===== src/rtl/if_stage.sv =====
// ----------------------------------------------------------------------------
// if_stage -- instruction-fetch stage of the 5-stage pipeline.
//
// Owns the program counter and issues one instruction-memory request at a
// time. The request bus uses a valid/ready handshake. The response bus is
// valid-only. A fetched 32-bit instruction is held until the pipeline
// advances or a redirect drops it.
//
// Ports:
//   clk                     clock, all state updates on the rising edge
//   rst                     asynchronous active-high reset
//   if_stage_dont_fetch_i   controller hold-off, blocks only IDLE->REQ
//   if_stage_advance_i      pipeline step, consumes the held instruction
//   if_stage_redirect_en_i  single-cycle pulse that replaces the PC
//   if_stage_redirect_pc_i  redirect target, bits [1:0] forced to zero
//   if_stage_req_valid_o    memory request valid (state REQ)
//   if_stage_req_ready_i    memory accepts the request
//   if_stage_req_addr_o     8-byte-aligned request address
//   if_stage_resp_valid_i   response word valid (sampled only in WAIT)
//   if_stage_resp_data_i    8-byte-aligned response word
//   if_stage_fetched_ok_o   an instruction is held (state HOLD)
//   if_stage_pc_o           PC of the held instruction
//   if_stage_inst_o         held instruction, NOP_INST when none is held
// ----------------------------------------------------------------------------
module if_stage #(
   parameter logic [63:0] RESET_PC = 64'h0000_0000_8000_0000,
   parameter logic [31:0] NOP_INST = 32'h0000_0013
) (
   input  logic        clk,
   input  logic        rst,
   input  logic        if_stage_dont_fetch_i,
   input  logic        if_stage_advance_i,
   input  logic        if_stage_redirect_en_i,
   input  logic [63:0] if_stage_redirect_pc_i,
   output logic        if_stage_req_valid_o,
   input  logic        if_stage_req_ready_i,
   output logic [63:0] if_stage_req_addr_o,
   input  logic        if_stage_resp_valid_i,
   input  logic [63:0] if_stage_resp_data_i,
   output logic        if_stage_fetched_ok_o,
   output logic [63:0] if_stage_pc_o,
   output logic [31:0] if_stage_inst_o
);

   typedef enum logic [1:0] {
      IDLE = 2'd0,
      REQ  = 2'd1,
      WAIT = 2'd2,
      HOLD = 2'd3
   } state_t;

   state_t      state_q;
   logic [63:0] pc_q;
   // Only bits [63:2] of the fetch PC matter: [63:3] form the aligned address,
   // bit 2 selects the instruction half of the returned word.
   logic [63:2] addr_q;
   logic        kill_q;
   logic [31:0] inst_q;
   logic        req_valid_q;
   logic        fetched_ok_q;

   logic [63:0] redir_pc_s;
   logic [31:0] resp_inst_s;

   // Word-align the redirect target; misaligned-target traps are raised elsewhere.
   assign redir_pc_s  = {if_stage_redirect_pc_i[63:2], if_stage_redirect_pc_i[1:0] & 2'b00};

   // Pick the 32-bit half of the response word addressed by the fetch PC.
   assign resp_inst_s = addr_q[2] ? if_stage_resp_data_i[63:32] : if_stage_resp_data_i[31:0];

   // Fetch FSM: PC, kill flag, held instruction and registered handshake outputs.
   always_ff @(posedge clk or posedge rst) begin
      if (rst) begin
         state_q      <= IDLE;
         pc_q         <= RESET_PC;
         addr_q       <= RESET_PC[63:2];
         kill_q       <= 1'b0;
         inst_q       <= NOP_INST;
         req_valid_q  <= 1'b0;
         fetched_ok_q <= 1'b0;
      end else begin
         case (state_q)
            IDLE: begin
               if (if_stage_redirect_en_i) begin
                  pc_q <= redir_pc_s;
               end else if (!if_stage_dont_fetch_i) begin
                  // Address is frozen here so it cannot move while the request is pending.
                  addr_q      <= pc_q[63:2];
                  req_valid_q <= 1'b1;
                  state_q     <= REQ;
               end
            end

            REQ: begin
               // A request is never withdrawn; a redirect only marks its response stale.
               if (if_stage_redirect_en_i) begin
                  pc_q   <= redir_pc_s;
                  kill_q <= 1'b1;
               end
               if (if_stage_req_ready_i) begin
                  req_valid_q <= 1'b0;
                  state_q     <= WAIT;
               end
            end

            WAIT: begin
               if (if_stage_resp_valid_i) begin
                  if (kill_q || if_stage_redirect_en_i) begin
                     // Exactly one response is discarded per killed request.
                     kill_q  <= 1'b0;
                     state_q <= IDLE;
                  end else begin
                     inst_q       <= resp_inst_s;
                     fetched_ok_q <= 1'b1;
                     state_q      <= HOLD;
                  end
                  if (if_stage_redirect_en_i) begin
                     pc_q <= redir_pc_s;
                  end
               end else if (if_stage_redirect_en_i) begin
                  pc_q   <= redir_pc_s;
                  kill_q <= 1'b1;
               end
            end

            HOLD: begin
               // A redirect wins over advance: the held instruction is dropped.
               if (if_stage_redirect_en_i) begin
                  pc_q         <= redir_pc_s;
                  inst_q       <= NOP_INST;
                  fetched_ok_q <= 1'b0;
                  state_q      <= IDLE;
               end else if (if_stage_advance_i) begin
                  pc_q         <= pc_q + 64'd4;
                  inst_q       <= NOP_INST;
                  fetched_ok_q <= 1'b0;
                  state_q      <= IDLE;
               end
            end

            default: begin
               state_q      <= IDLE;
               kill_q       <= 1'b0;
               inst_q       <= NOP_INST;
               req_valid_q  <= 1'b0;
               fetched_ok_q <= 1'b0;
            end
         endcase
      end
   end

   assign if_stage_req_valid_o  = req_valid_q;
   assign if_stage_req_addr_o   = {addr_q[63:3], 3'b000};
   assign if_stage_fetched_ok_o = fetched_ok_q;
   assign if_stage_pc_o         = pc_q;
   // inst_q is reset to NOP whenever HOLD is left, so it already reads NOP outside HOLD.
   assign if_stage_inst_o       = inst_q;

endmodule


===== config.mk =====
export PLATFORM = sky130hd
export DESIGN_NAME = if_stage
export DESIGN_NICKNAME = d
export VERILOG_FILES = /design/src/rtl/if_stage.sv
export SDC_FILE = /design/constraint.sdc
export NUM_CORES = 1
export LEC_CHECK = 0
export ABC_AREA = 1
export BUFFER_PORTS_ARGS = -buffer_cell sky130_fd_sc_hd__clkbuf_2
export CORE_ASPECT_RATIO = 0.5
export CORE_UTILIZATION = 42
export CTS_CLUSTER_DIAMETER = 120
export CTS_CLUSTER_SIZE = 28
export DETAILED_ROUTE_END_ITERATION = 16
export PLACE_DENSITY = 0.68
export SYNTH_ARGS = -nofsm -noshare
export SYNTH_HDL_FRONTEND = slang
export SYNTH_SLANG_ARGS = --single-unit

===== constraint.sdc =====
create_clock -name clk -period 6.18 [get_ports clk]
set_clock_uncertainty 0.05 [all_clocks]
set_input_delay 0.309 -clock clk [delete_from_list [all_inputs] [get_ports clk]]
set_output_delay 0.309 -clock clk [all_outputs]
set_load 0.02 [all_outputs]

==> impl_metrics.env, run 1 <==
export IMPL_status="complete, no violations"
export IMPL_insertion_delay_ps=450
export IMPL_synth_seq_cells=161
export IMPL_max_stage_delay_ps=790
export IMPL_io_pins=297
export IMPL_report_final_slew_viol_count=0
export IMPL_antenna_found_initial=1
export IMPL_globalRouteTotalUtil=0.2774
export IMPL_synthTopCellsByCount="nand2_1, nor2_1, dfrtp_1"
export IMPL_worstMarginPinSlew_ps=1311
export IMPL_fill_cells=2175
export IMPL_synth_edf_count=0
export IMPL_gp_congestion=0.9165
export IMPL_period_share=0.4328
export IMPL_cp_arrival_ps=3000
export IMPL_cts_hold_buf=1
export IMPL_post_place_cells=1793
export IMPL_seq_power_share=0.380
export IMPL_cts_root_buffer="clkbuf_16"
export IMPL_crit_chain="clkbuf_2 -> inv_2 -> nand2_2 -> buf_4 -> inv_2 -> nor2_1 -> nand3_1 -> o21ai_0 -> nor2_1"
export IMPL_finalNonFillerCells=1827
export IMPL_cpMaxStageDelayCell="inv_2"
export IMPL_vias_per_cell=5.172
export IMPL_clock_sinks=161
export IMPL_pwr_share_clk=0.231
export IMPL_core_area_sq_um=21870
export IMPL_firstDrtPassIters=5
export IMPL_power_density_nw_per_um2=424.3
export IMPL_synth_top_area_frac=0.4127
export IMPL_worstPathRequired_ps=6500
export IMPL_yosysMostFrequentCell="nand2_1"
export IMPL_setup_violations=0
export IMPL_post_synth_cell_area_avg_sq_um=7.221
export IMPL_ant_nets=0
export IMPL_critPathKind="input pin to flop"
export IMPL_finalHoldViolCount=0
export IMPL_max_slew_margin=0.1261
export IMPL_start_util=0.4325
export IMPL_worstSetupStartpointType="input pin"
export IMPL_synth_warning_count=0
export IMPL_clk_pin_slew_ps=70
export IMPL_place_area_sq_um=10640
export IMPL_nNetsFinal=1649
export IMPL_synth_top_area_cell="dfrtp_1"
export IMPL_peakVddDrop_mv=0.1913
export IMPL_wl_per_cell_um=17.51
export IMPL_ys_seq_area_frac=0.4266
export IMPL_grt_max_degree=99
export IMPL_final_area_sq_um=11250
export IMPL_std_cell_rows=38
export IMPL_die_h_um=108.1
export IMPL_synthCells=1310
export IMPL_swShare=0.4384
export IMPL_min_period_ps=2675
export IMPL_p_sw_mw=2.093
export IMPL_postSynth_asyncResetShare=1.000
export IMPL_crit_path_end_kind="flop"
export IMPL_io_buffers=289
export IMPL_ys_types=36
export IMPL_fp_dieW_um=214.2
export IMPL_p_int_mw=2.681
export IMPL_syn_area_sq_um=9459
export IMPL_drive_above_1_share=0.2490
export IMPL_cts_tree="yes"
export IMPL_vias=9450
export IMPL_drt_iter0_drc=903
export IMPL_whs_ps=16.93
export IMPL_multiInputGateArea_sq_um=4347
export IMPL_grt_pass1_vias=8849
export IMPL_synth_area_top_cells="dfrtp_1, nand2_1, nor2_1"
export IMPL_final_setup_tns_ps=0
export IMPL_cts_buffers=17
export IMPL_dieArea_sq_um=23160
export IMPL_place_hpwl_um=24210
export IMPL_hold_class="input pin to async pin"
export IMPL_combPwrFrac=0.389
export IMPL_ff_latch_area_sq_um=4036
export IMPL_gr_total_overflow=0
export IMPL_cts_buffer_depth=2
export IMPL_drc=0
export IMPL_synthFlopType="dfrtp_1"
export IMPL_p_leak_nw=5.764
export IMPL_htree_levels=4
export IMPL_maxCapViolations=0
export IMPL_grt_pass1_wl_um=49220
export IMPL_clock_fmax_ghz=0.3739
export IMPL_area_delta_synth_final_pct=18.97
export IMPL_rsz0062_at_grt="no"
export IMPL_post_cts_setup_buffers=0
export IMPL_post_cts_resized=0
export IMPL_path_max_fanout=63
export IMPL_drt_wl_total_um=31990
==> layout by cell type, fill, tap and decap left out, types with 2 or more instances in the layout <==
master / netlist / final
nand2_2: 6 / 6
inv_6: 0 / 2
inv_2: 6 / 6
nand2_4: 1 / 2
a21oi_1: 38 / 38
mux2_2: 14 / 14
clkbuf_2: 0 / 289
conb_1: 1 / 5
xor2_1: 4 / 4
o21bai_1: 3 / 3
nor2_4: 4 / 5
clkinv_2: 0 / 3
nand3_1: 64 / 64
o21ai_0: 117 / 117
o22ai_1: 18 / 18
a211oi_1: 2 / 2
clkbuf_8: 0 / 3
buf_4: 66 / 4
nor3_1: 11 / 11
nand4_1: 12 / 12
nor2_1: 192 / 192
o21ai_1: 6 / 5
nor2_2: 11 / 10
clkbuf_16: 0 / 17
bufinv_16: 0 / 2
dfstp_2: 5 / 5
or2_2: 2 / 2
clkinvlp_4: 0 / 3
inv_1: 101 / 100
dfrtp_1: 156 / 155
mux2i_1: 29 / 29
clkinv_4: 0 / 3
nand2_1: 384 / 383
nor4_1: 2 / 2
==> routing by layer <==
layer / track usage / vias up / part of all wire / wire [um]
li1: - / 4537 / - / -
met1: 0.3878 / 4508 / 0.46 / 14720
met2: 0.4443 / 370 / 0.46 / 14650
met3: 0.04782 / 35 / 0.067 / 2142
met4: 0.07806 / 0 / 0.015 / 478
met5: 0 / - / 0 / 0
==> state kept, by name, summed over array words and instances, names as in the netlist <==
register               flops
if_stage_inst_o           32
addr_q                    62
if_stage_req_valid_o       1
state_q                    2
if_stage_pc_o             62
if_stage_fetched_ok_o      1
kill_q                     1
==> worst max-delay path: cells and delay by family <==
family	cells	cell delay, ps
AND/OR/NAND/NOR	4	430
buffers and inverters	4	2120
AO/OA/AOI/OAI	1	80
==> power groups by stage <==
stage	combinational, mW	clock [mW]	sequential [mW]
2_1_floorplan	1.36	0	1.88
3_3_place_gp	1.83	0	1.81
3_5_place_dp	1.86	0	1.83
4_1_cts	1.87	1.12	1.81
5_1_grt	2.04	1.15	1.87
6_report	1.86	1.10	1.81
==> area by class of cell <==
cell class,count,area share
multi-input combinational,932,0.3863
sequential,161,0.3587
timing repair buffer,294,0.1321
clock buffer,20,0.04147
inverter,107,0.03614
tap,300,0.03336
clock inverter,12,0.01179
antenna,1,0.0002224
==> worst paths after layout <==
| path | depth (start not counted) | to | slack (ps) | start |
|---|---|---|---|---|
| min reg2reg | 2 | if_stage_fetched_ok_o$_DFFE_PP0P_ | 430 | if_stage_fetched_ok_o$_DFFE_PP0P_ |
| min | 2 | addr_q[16]$_DFFE_PP0P_ | 20 | rst |
| min in group clk | 3 | if_stage_inst_o[0]$_DFFE_PP1P_ | 20 | if_stage_resp_data_i[32] |
| max | 9 | if_stage_pc_o[52]$_DFFE_PP0P_ | 3510 | if_stage_redirect_en_i |
| max in group asynchronous | 3 | if_stage_pc_o[44]$_DFFE_PP0P_ | 4650 | rst |
| max reg2reg | 10 | if_stage_pc_o[29]$_DFFE_PP0P_ | 3590 | state_q[1]$_DFFE_PP0P_ |
==> through the flow <==
| step | worst slack (ps) | util | total power [mW] |
|---|---|---|---|
| detailed placement | 3066 | 0.4866 | 3.688 |
| global placement | 3148 | 0.4866 | 3.639 |
| global route | 3250 | 0.5144 | 5.058 |
| finish | 3505 | 0.5145 | 4.774 |
| CTS | 3531 | 0.5144 | 4.800 |
| floorplan | 1481 | - | 3.236 |
==> logic make-up (layout without fill, tap and decap cells) <==
| group | count (synthesis) | count (layout) | share of synthesized area |
|---|---|---|---|
| flip-flops | 161 | 161 | 0.4266 |
| multiplexers | 43 | 43 | 0.04735 |
| AO/OA/AOI/OAI | 188 | 188 | 0.1042 |
| buffers and inverters | 221 | 433 | 0.1172 |
| XOR/XNOR | 4 | 4 | 0.003703 |
| adder cells (fa/ha/maj) | 1 | 1 | 0.001323 |
| other | 1 | 6 | 0.0003964 |
| AND/OR/NAND/NOR | 691 | 691 | 0.2992 |
Power figures use the tool's default switching activity.
==> run 2: changes to the inputs <==
Settings changed: PLACE_DENSITY 0.68 to 0.7.
Clock period 6.18 ns to 2.3 ns, I/O delays scaled along.
==> run 2 against run 1 <==
Against the previous run: clock power rose to 3.2 times the previous value; via count grew 8.2%; hold slack improved by 4.3 ps; cell area rose by 14%; combinational power rose to 3.1 times the previous value; largest power group unchanged.
==> impl_metrics.env, run 2 (same netlist as run 1, synthesis figures left out) <==
export IMPL_drt_iter0_drc=947
export IMPL_drive_above_1_share=0.2377
export IMPL_max_stage_delay_ps=570
export IMPL_grt_pass1_wl_um=53900
export IMPL_die_h_um=108.1
export IMPL_final_setup_tns_ps=0
export IMPL_cts_root_buffer="clkbuf_16"
export IMPL_drt_wl_total_um=34750
export IMPL_report_final_slew_viol_count=0
export IMPL_status="complete, no violations"
export IMPL_maxCapViolations=0
export IMPL_period_share=0.9540
export IMPL_place_hpwl_um=24570
export IMPL_fin_util=0.5860
export IMPL_cts_buffers=17
export IMPL_final_area_sq_um=12820
export IMPL_peakVddDrop_mv=0.6011
export IMPL_layout_commonest_cell="nand2_1"
export IMPL_std_cell_rows=38
export IMPL_vias_per_cell=5.187
export IMPL_hold_start="if_stage_redirect_pc_i[42]"
export IMPL_htree_levels=4
export IMPL_r2r_setup_slack_ps=110
export IMPL_final_cell_mix="nand2_1, clkbuf_2, nor2_1, dfrtp_1, dlygate4sd3_1"
export IMPL_finalHoldViolCount=0
export IMPL_reg2reg_from="state_q[1]$_DFFE_PP0P_"
export IMPL_worstSetupStartpointType="flop"
export IMPL_cts_buffer_depth=2
export IMPL_path_buf_inv=5
export IMPL_clk_pin_slew_ps=70
export IMPL_cpMostUsedCell="inv_1"
export IMPL_io_buffers=289
export IMPL_clock_sinks=161
export IMPL_post_cts_setup_buffers=0
export IMPL_crit_path_end_kind="flop"
export IMPL_path_max_fanout=31
export IMPL_min_period_ps=2194
export IMPL_power_density_nw_per_um2=1091
export IMPL_max_slew_margin=0.4939
export IMPL_grt_max_degree=124
export IMPL_swShare=0.4151
export IMPL_globalRouteTotalUtil=0.3031
export IMPL_antenna_found_initial=0
export IMPL_cpMaxStageDelayCell="dlygate4sd3_1"
export IMPL_firstDrtPassIters=6
export IMPL_startpoint="state_q[1]$_DFFE_PP0P_"
export IMPL_vias=10224
export IMPL_wl_per_cell_um=17.63
export IMPL_cts_tree="yes"
export IMPL_p_leak_nw=6.434
export IMPL_insertion_delay_ps=460
export IMPL_fp_dieW_um=214.2
export IMPL_rsz0062_at_grt="no"
export IMPL_hold_class="input pin to flop"
export IMPL_path_delay_family="buffers and inverters"
export IMPL_nNetsFinal=1793
export IMPL_place_area_sq_um=10810
export IMPL_p_sw_mw=5.801
export IMPL_ant_nets=0
export IMPL_setup_violations=0
export IMPL_crit_chain="inv_1 -> nor2_1 -> nand2_1 -> nand2_1 -> inv_1 -> o21ai_2 -> buf_8 -> inv_1 -> nor2_1 -> a21oi_1 -> dlygate4sd3_1"
export IMPL_gp_congestion=0.9507
export IMPL_combPwrFrac=0.408
export IMPL_pwr_share_clk=0.253
export IMPL_area_delta_synth_final_pct=35.49
export IMPL_drc=0
export IMPL_io_pins=297
export IMPL_dieArea_sq_um=23160
export IMPL_worstMarginPinSlew_ps=759.1
export IMPL_grt_pass1_vias=9872
export IMPL_core_area_sq_um=21870
export IMPL_p_int_mw=8.175
export IMPL_worstPathRequired_ps=2630
export IMPL_cp_arrival_ps=2520
export IMPL_start_util=0.4325
export IMPL_clock_fmax_ghz=0.4558
export IMPL_gr_total_overflow=0
export IMPL_critPathKind="flop to flop"
export IMPL_seq_power_share=0.340
-- run 2: changes by cell type in the layout (fill, tap and decap cells not counted), sizes merged --
cell	change
clkbuf	-2
clkinv	-4
buf	+17
dlygate4sd3	+127
bufinv	+6
-- run 2: timing repair --
item / CTS / global route
gates resized for setup: 0 / 4
hold endpoints to repair: 251 / 0
hold buffers: 128 / 0
endpoints found under the setup margin: 0 / 5
-- run 2: layer usage --
metal / GRT usage / vias to the layer above / wire [um]
met5: 0 / - / 0
met4: 0.1224 / 0 / 1041
met3: 0.07876 / 76 / 2673
met2: 0.4726 / 421 / 15620
met1: 0.4038 / 4904 / 15420
li1: - / 4823 / -
-- run 2: path summary, 6_finish.rpt --
| check | end | cells after the start |
|---|---|---|
| setup / recovery | if_stage_inst_o[4]$_DFFE_PP1P_ | 11 |
| hold / removal | if_stage_pc_o[42]$_DFFE_PP0P_ | 4 |
| setup reg to reg | if_stage_inst_o[4]$_DFFE_PP1P_ | 11 |
| hold reg to reg | addr_q[58]$_DFFE_PP0P_ | 2 |
| max in group asynchronous | if_stage_pc_o[6]$_DFFE_PP0P_ | 4 |
| min in group asynchronous | addr_q[16]$_DFFE_PP0P_ | 4 |
-- run 2: worst min-delay path: stages --
cell and delay (ps):
clkbuf_2 80, nor2_1 50, o21bai_1 150, nor2_1 90
-- run 2: through the flow --
step | setup WS, ps | total power, mW | instances | hold WS, ps
3_5_place_dp | 226.6 | 9.981 | 1810 | 255.1
4_1_cts | 70.86 | 13.91 | 1970 | 5.921
2_1_floorplan | 96.25 | 8.697 | 1314 | 172.6
3_3_place_gp | 293.4 | 9.834 | 1810 | 254.5
6_report | 105.8 | 13.98 | 1971 | 21.21
5_1_grt | 8.191 | 14.74 | 1970 | 49.50
-- run 2: power by group through the flow --
stage	combinational (mW)	sequential, mW	clock [mW]
final	5.70	4.75	3.53
after floorplan	3.64	5.05	0
after detailed placement	5.23	4.75	0
after global placement	5.14	4.70	0
after CTS	5.63	4.72	3.57
after global routing	6.19	4.87	3.68
-- run 2: cell type report --
class,instances,area (sq um)
fillers,2011,9055
multi-input cells,932,4354
flip-flops and latches,161,4036
repair buffers,438,2930
clock buffers,18,429.2
inverters,107,405.4
well taps,300,375.4
clock inverters,14,282.8
diodes,1,2.502
==> run 3: changes to the inputs <==
Settings changed: ABC_AREA 1 to default, PLACE_DENSITY 0.7 to 0.72.
==> run 3 against run 2 <==
Against the previous run: critical path depth is 4 lower; setup slack better by 37 ps; wire length is 25% lower; synthesized cell count is 37% lower; die area is 12% lower; fmax is 1.7% higher; register-to-register slack better by 40 ps; first-iteration DRC count is 47% lower; sequential power is 11% lower; clock power is 19% lower; power is 19% lower.
==> impl_metrics.env, run 3 <==
export IMPL_finalHoldViolCount=0
export IMPL_grt_pass1_wl_um=40880
export IMPL_grt_max_degree=83
export IMPL_max_slew_margin=0.5786
export IMPL_seq_power_share=0.373
export IMPL_synth_top_area_frac=0.4680
export IMPL_std_cell_rows=36
export IMPL_gp_congestion=0.8485
export IMPL_power_density_nw_per_um2=946.9
export IMPL_yosysMostFrequentCell="dfrtp_1"
export IMPL_final_cell_mix="clkbuf_2, dfrtp_1, dlygate4sd3_1, nand2_1, buf_4"
export IMPL_vias_per_cell=5.375
export IMPL_io_pins=297
export IMPL_cp_arrival_ps=2460
export IMPL_antenna_cells=0
export IMPL_drt_wl_total_um=25960
export IMPL_path_max_fanout=19
export IMPL_clock_fmax_ghz=0.4635
export IMPL_wl_per_cell_um=17.28
export IMPL_cts_root_buffer="clkbuf_16"
export IMPL_setup_violations=0
export IMPL_ant_nets=0
export IMPL_swShare=0.3762
export IMPL_dieArea_sq_um=20460
export IMPL_fin_util=0.6141
export IMPL_synth_top_area_cell="dfrtp_1"
export IMPL_crit_path_end_kind="flop"
export IMPL_synthTopCellsByCount="dfrtp_1, nand2_1, buf_4"
export IMPL_synth_warning_count=0
export IMPL_combPwrFrac=0.374
export IMPL_pwr_share_clk=0.253
export IMPL_cts_buffers=17
export IMPL_layout_commonest_cell="clkbuf_2"
export IMPL_grt_pass1_vias=8125
export IMPL_io_buffers=289
export IMPL_ys_types=55
export IMPL_core_area_sq_um=19460
export IMPL_postSynth_asyncResetShare=1.000
export IMPL_fp_dieW_um=201.3
export IMPL_syn_area_sq_um=8342
export IMPL_fill_cells=1560
export IMPL_p_int_mw=7.058
export IMPL_period_share=0.9380
export IMPL_synth_area_top_cells="dfrtp_1, mux2_2, buf_4"
export IMPL_final_setup_tns_ps=0
export IMPL_synth_seq_cells=161
export IMPL_start_util=0.4287
export IMPL_post_cts_setup_buffers=0
export IMPL_drive_above_1_share=0.3875
export IMPL_status="complete, no violations"
export IMPL_synthCells=827
export IMPL_firstDrtPassIters=5
export IMPL_synthFlopType="dfrtp_1"
export IMPL_place_hpwl_um=16980
export IMPL_synth_edf_count=0
export IMPL_ys_seq_area_frac=0.4837
export IMPL_worstSetupStartpointType="flop"
export IMPL_post_synth_cell_area_avg_sq_um=10.09
export IMPL_maxCapViolations=0
export IMPL_worstMarginPinSlew_ps=626.3
export IMPL_hold_class="input pin to flop"
export IMPL_critPathKind="flop to flop"
export IMPL_die_h_um=101.7
export IMPL_gr_total_overflow=0
export IMPL_cts_buffer_depth=2
export IMPL_report_final_slew_viol_count=0
export IMPL_area_delta_synth_final_pct=43.24
export IMPL_peakVddDrop_mv=0.5069
export IMPL_drt_iter0_drc=504
export IMPL_rsz0062_at_grt="no"
export IMPL_r2r_setup_slack_ps=140
export IMPL_min_period_ps=2157
export IMPL_antenna_found_initial=0
export IMPL_htree_levels=4
export IMPL_clk_pin_slew_ps=70
export IMPL_globalRouteTotalUtil=0.2540
export IMPL_cts_tree="yes"
export IMPL_nNetsFinal=1359
export IMPL_clock_sinks=161
export IMPL_worstPathRequired_ps=2600
export IMPL_drc=0
export IMPL_vias=8073
export IMPL_insertion_delay_ps=440
export IMPL_p_leak_nw=5.495
export IMPL_p_sw_mw=4.257
run 3: cell types whose count changed after synthesis, moves of 33 or more:
cell and change:
mux2_2 +43, inv_1 -89, o21ai_0 -64, nand2_1 -315
nor2_1 -144, a21oi_1 -33
run 3: final timing paths:
kind,startpoint,cells past startpoint,end
min,if_stage_resp_valid_i,4,kill_q$_DFFE_PP0P_
min in group asynchronous,rst,3,addr_q[12]$_DFFE_PP0P_
max,if_stage_pc_o[2]$_DFFE_PP0P_,7,if_stage_pc_o[54]$_DFFE_PP0P_
max reg2reg,if_stage_pc_o[2]$_DFFE_PP0P_,7,if_stage_pc_o[54]$_DFFE_PP0P_
min reg2reg,if_stage_inst_o[1]$_DFFE_PP1P_,2,if_stage_inst_o[1]$_DFFE_PP1P_
max in group asynchronous,rst,4,addr_q[31]$_DFFE_PP1P_
run 3: power groups by stage:
stage	Clock (mW)	Sequential (mW)	Combinational, mW
final	2.86	4.22	4.23
after global routing	3.05	4.32	4.52
after CTS	2.91	4.20	4.18
after detailed placement	0	4.23	3.85
after global placement	0	4.19	3.77
after floorplan	0	4.39	2.94
run 3: kinds of logic (layout without fill, tap and decap cells):
group,count (synthesis),in the layout,share of synthesized area
adders and majority gates,1,1,0.001500
buffers and inverters,126,531,0.08745
DFF,161,161,0.4837
muxes,98,98,0.1275
other,1,5,0.0004495
AOI/OAI and AO/OA,134,134,0.09705
and+or+nand+nor,278,278,0.1729
xor gates and xnor gates,28,28,0.02940
run 3: cell type report:
class / instances / area (sq um) / share of cell area
tap: 266 / 332.8 / 0.02785
sequential: 161 / 4039 / 0.3380
clock buffer: 18 / 439.2 / 0.03675
inverter: 12 / 48.80 / 0.004084
timing repair buffer: 487 / 3308 / 0.2769
clock inverter: 14 / 145.1 / 0.01215
multi-input combinational: 544 / 3636 / 0.3043
run 3: timing repair:
item                                    4_1_cts  5_1_grt
resized for setup                             0        5
hold endpoints to repair                    253        0
endpoints found under the setup margin        0       11
hold buffers                                125        0
run 3: routing by layer:
layer  track usage  share of wire
met5             0              0
met2        0.4445           0.51
met1        0.3129           0.41
met3       0.05438          0.053
met4       0.09674          0.022
run 3: critical path: stages (launching register included):
cell and delay, ps:
dfrtp_1 380, ha_1 180, nand3_1 200, nor4_4 270, nand3_1 110, buf_4 210
or4_1 510, a31oi_1 170
run 3: through the flow:
step | hold WS, ps | power [mW] | setup slack (ps) | cell area, sq um | std cells
after floorplan | 164.6 | 7.334 | 14.15 | 8362 | 831
after global placement | -14.35 | 7.952 | 109.4 | 10090 | 1345
after detailed placement | -12.64 | 8.082 | 80.13 | 10090 | 1345
after CTS | 41.45 | 11.29 | 57.82 | 11930 | 1502
after global routing | 73.74 | 11.90 | 2.303 | 11950 | 1502
final | 52.94 | 11.31 | 142.7 | 11950 | 1502
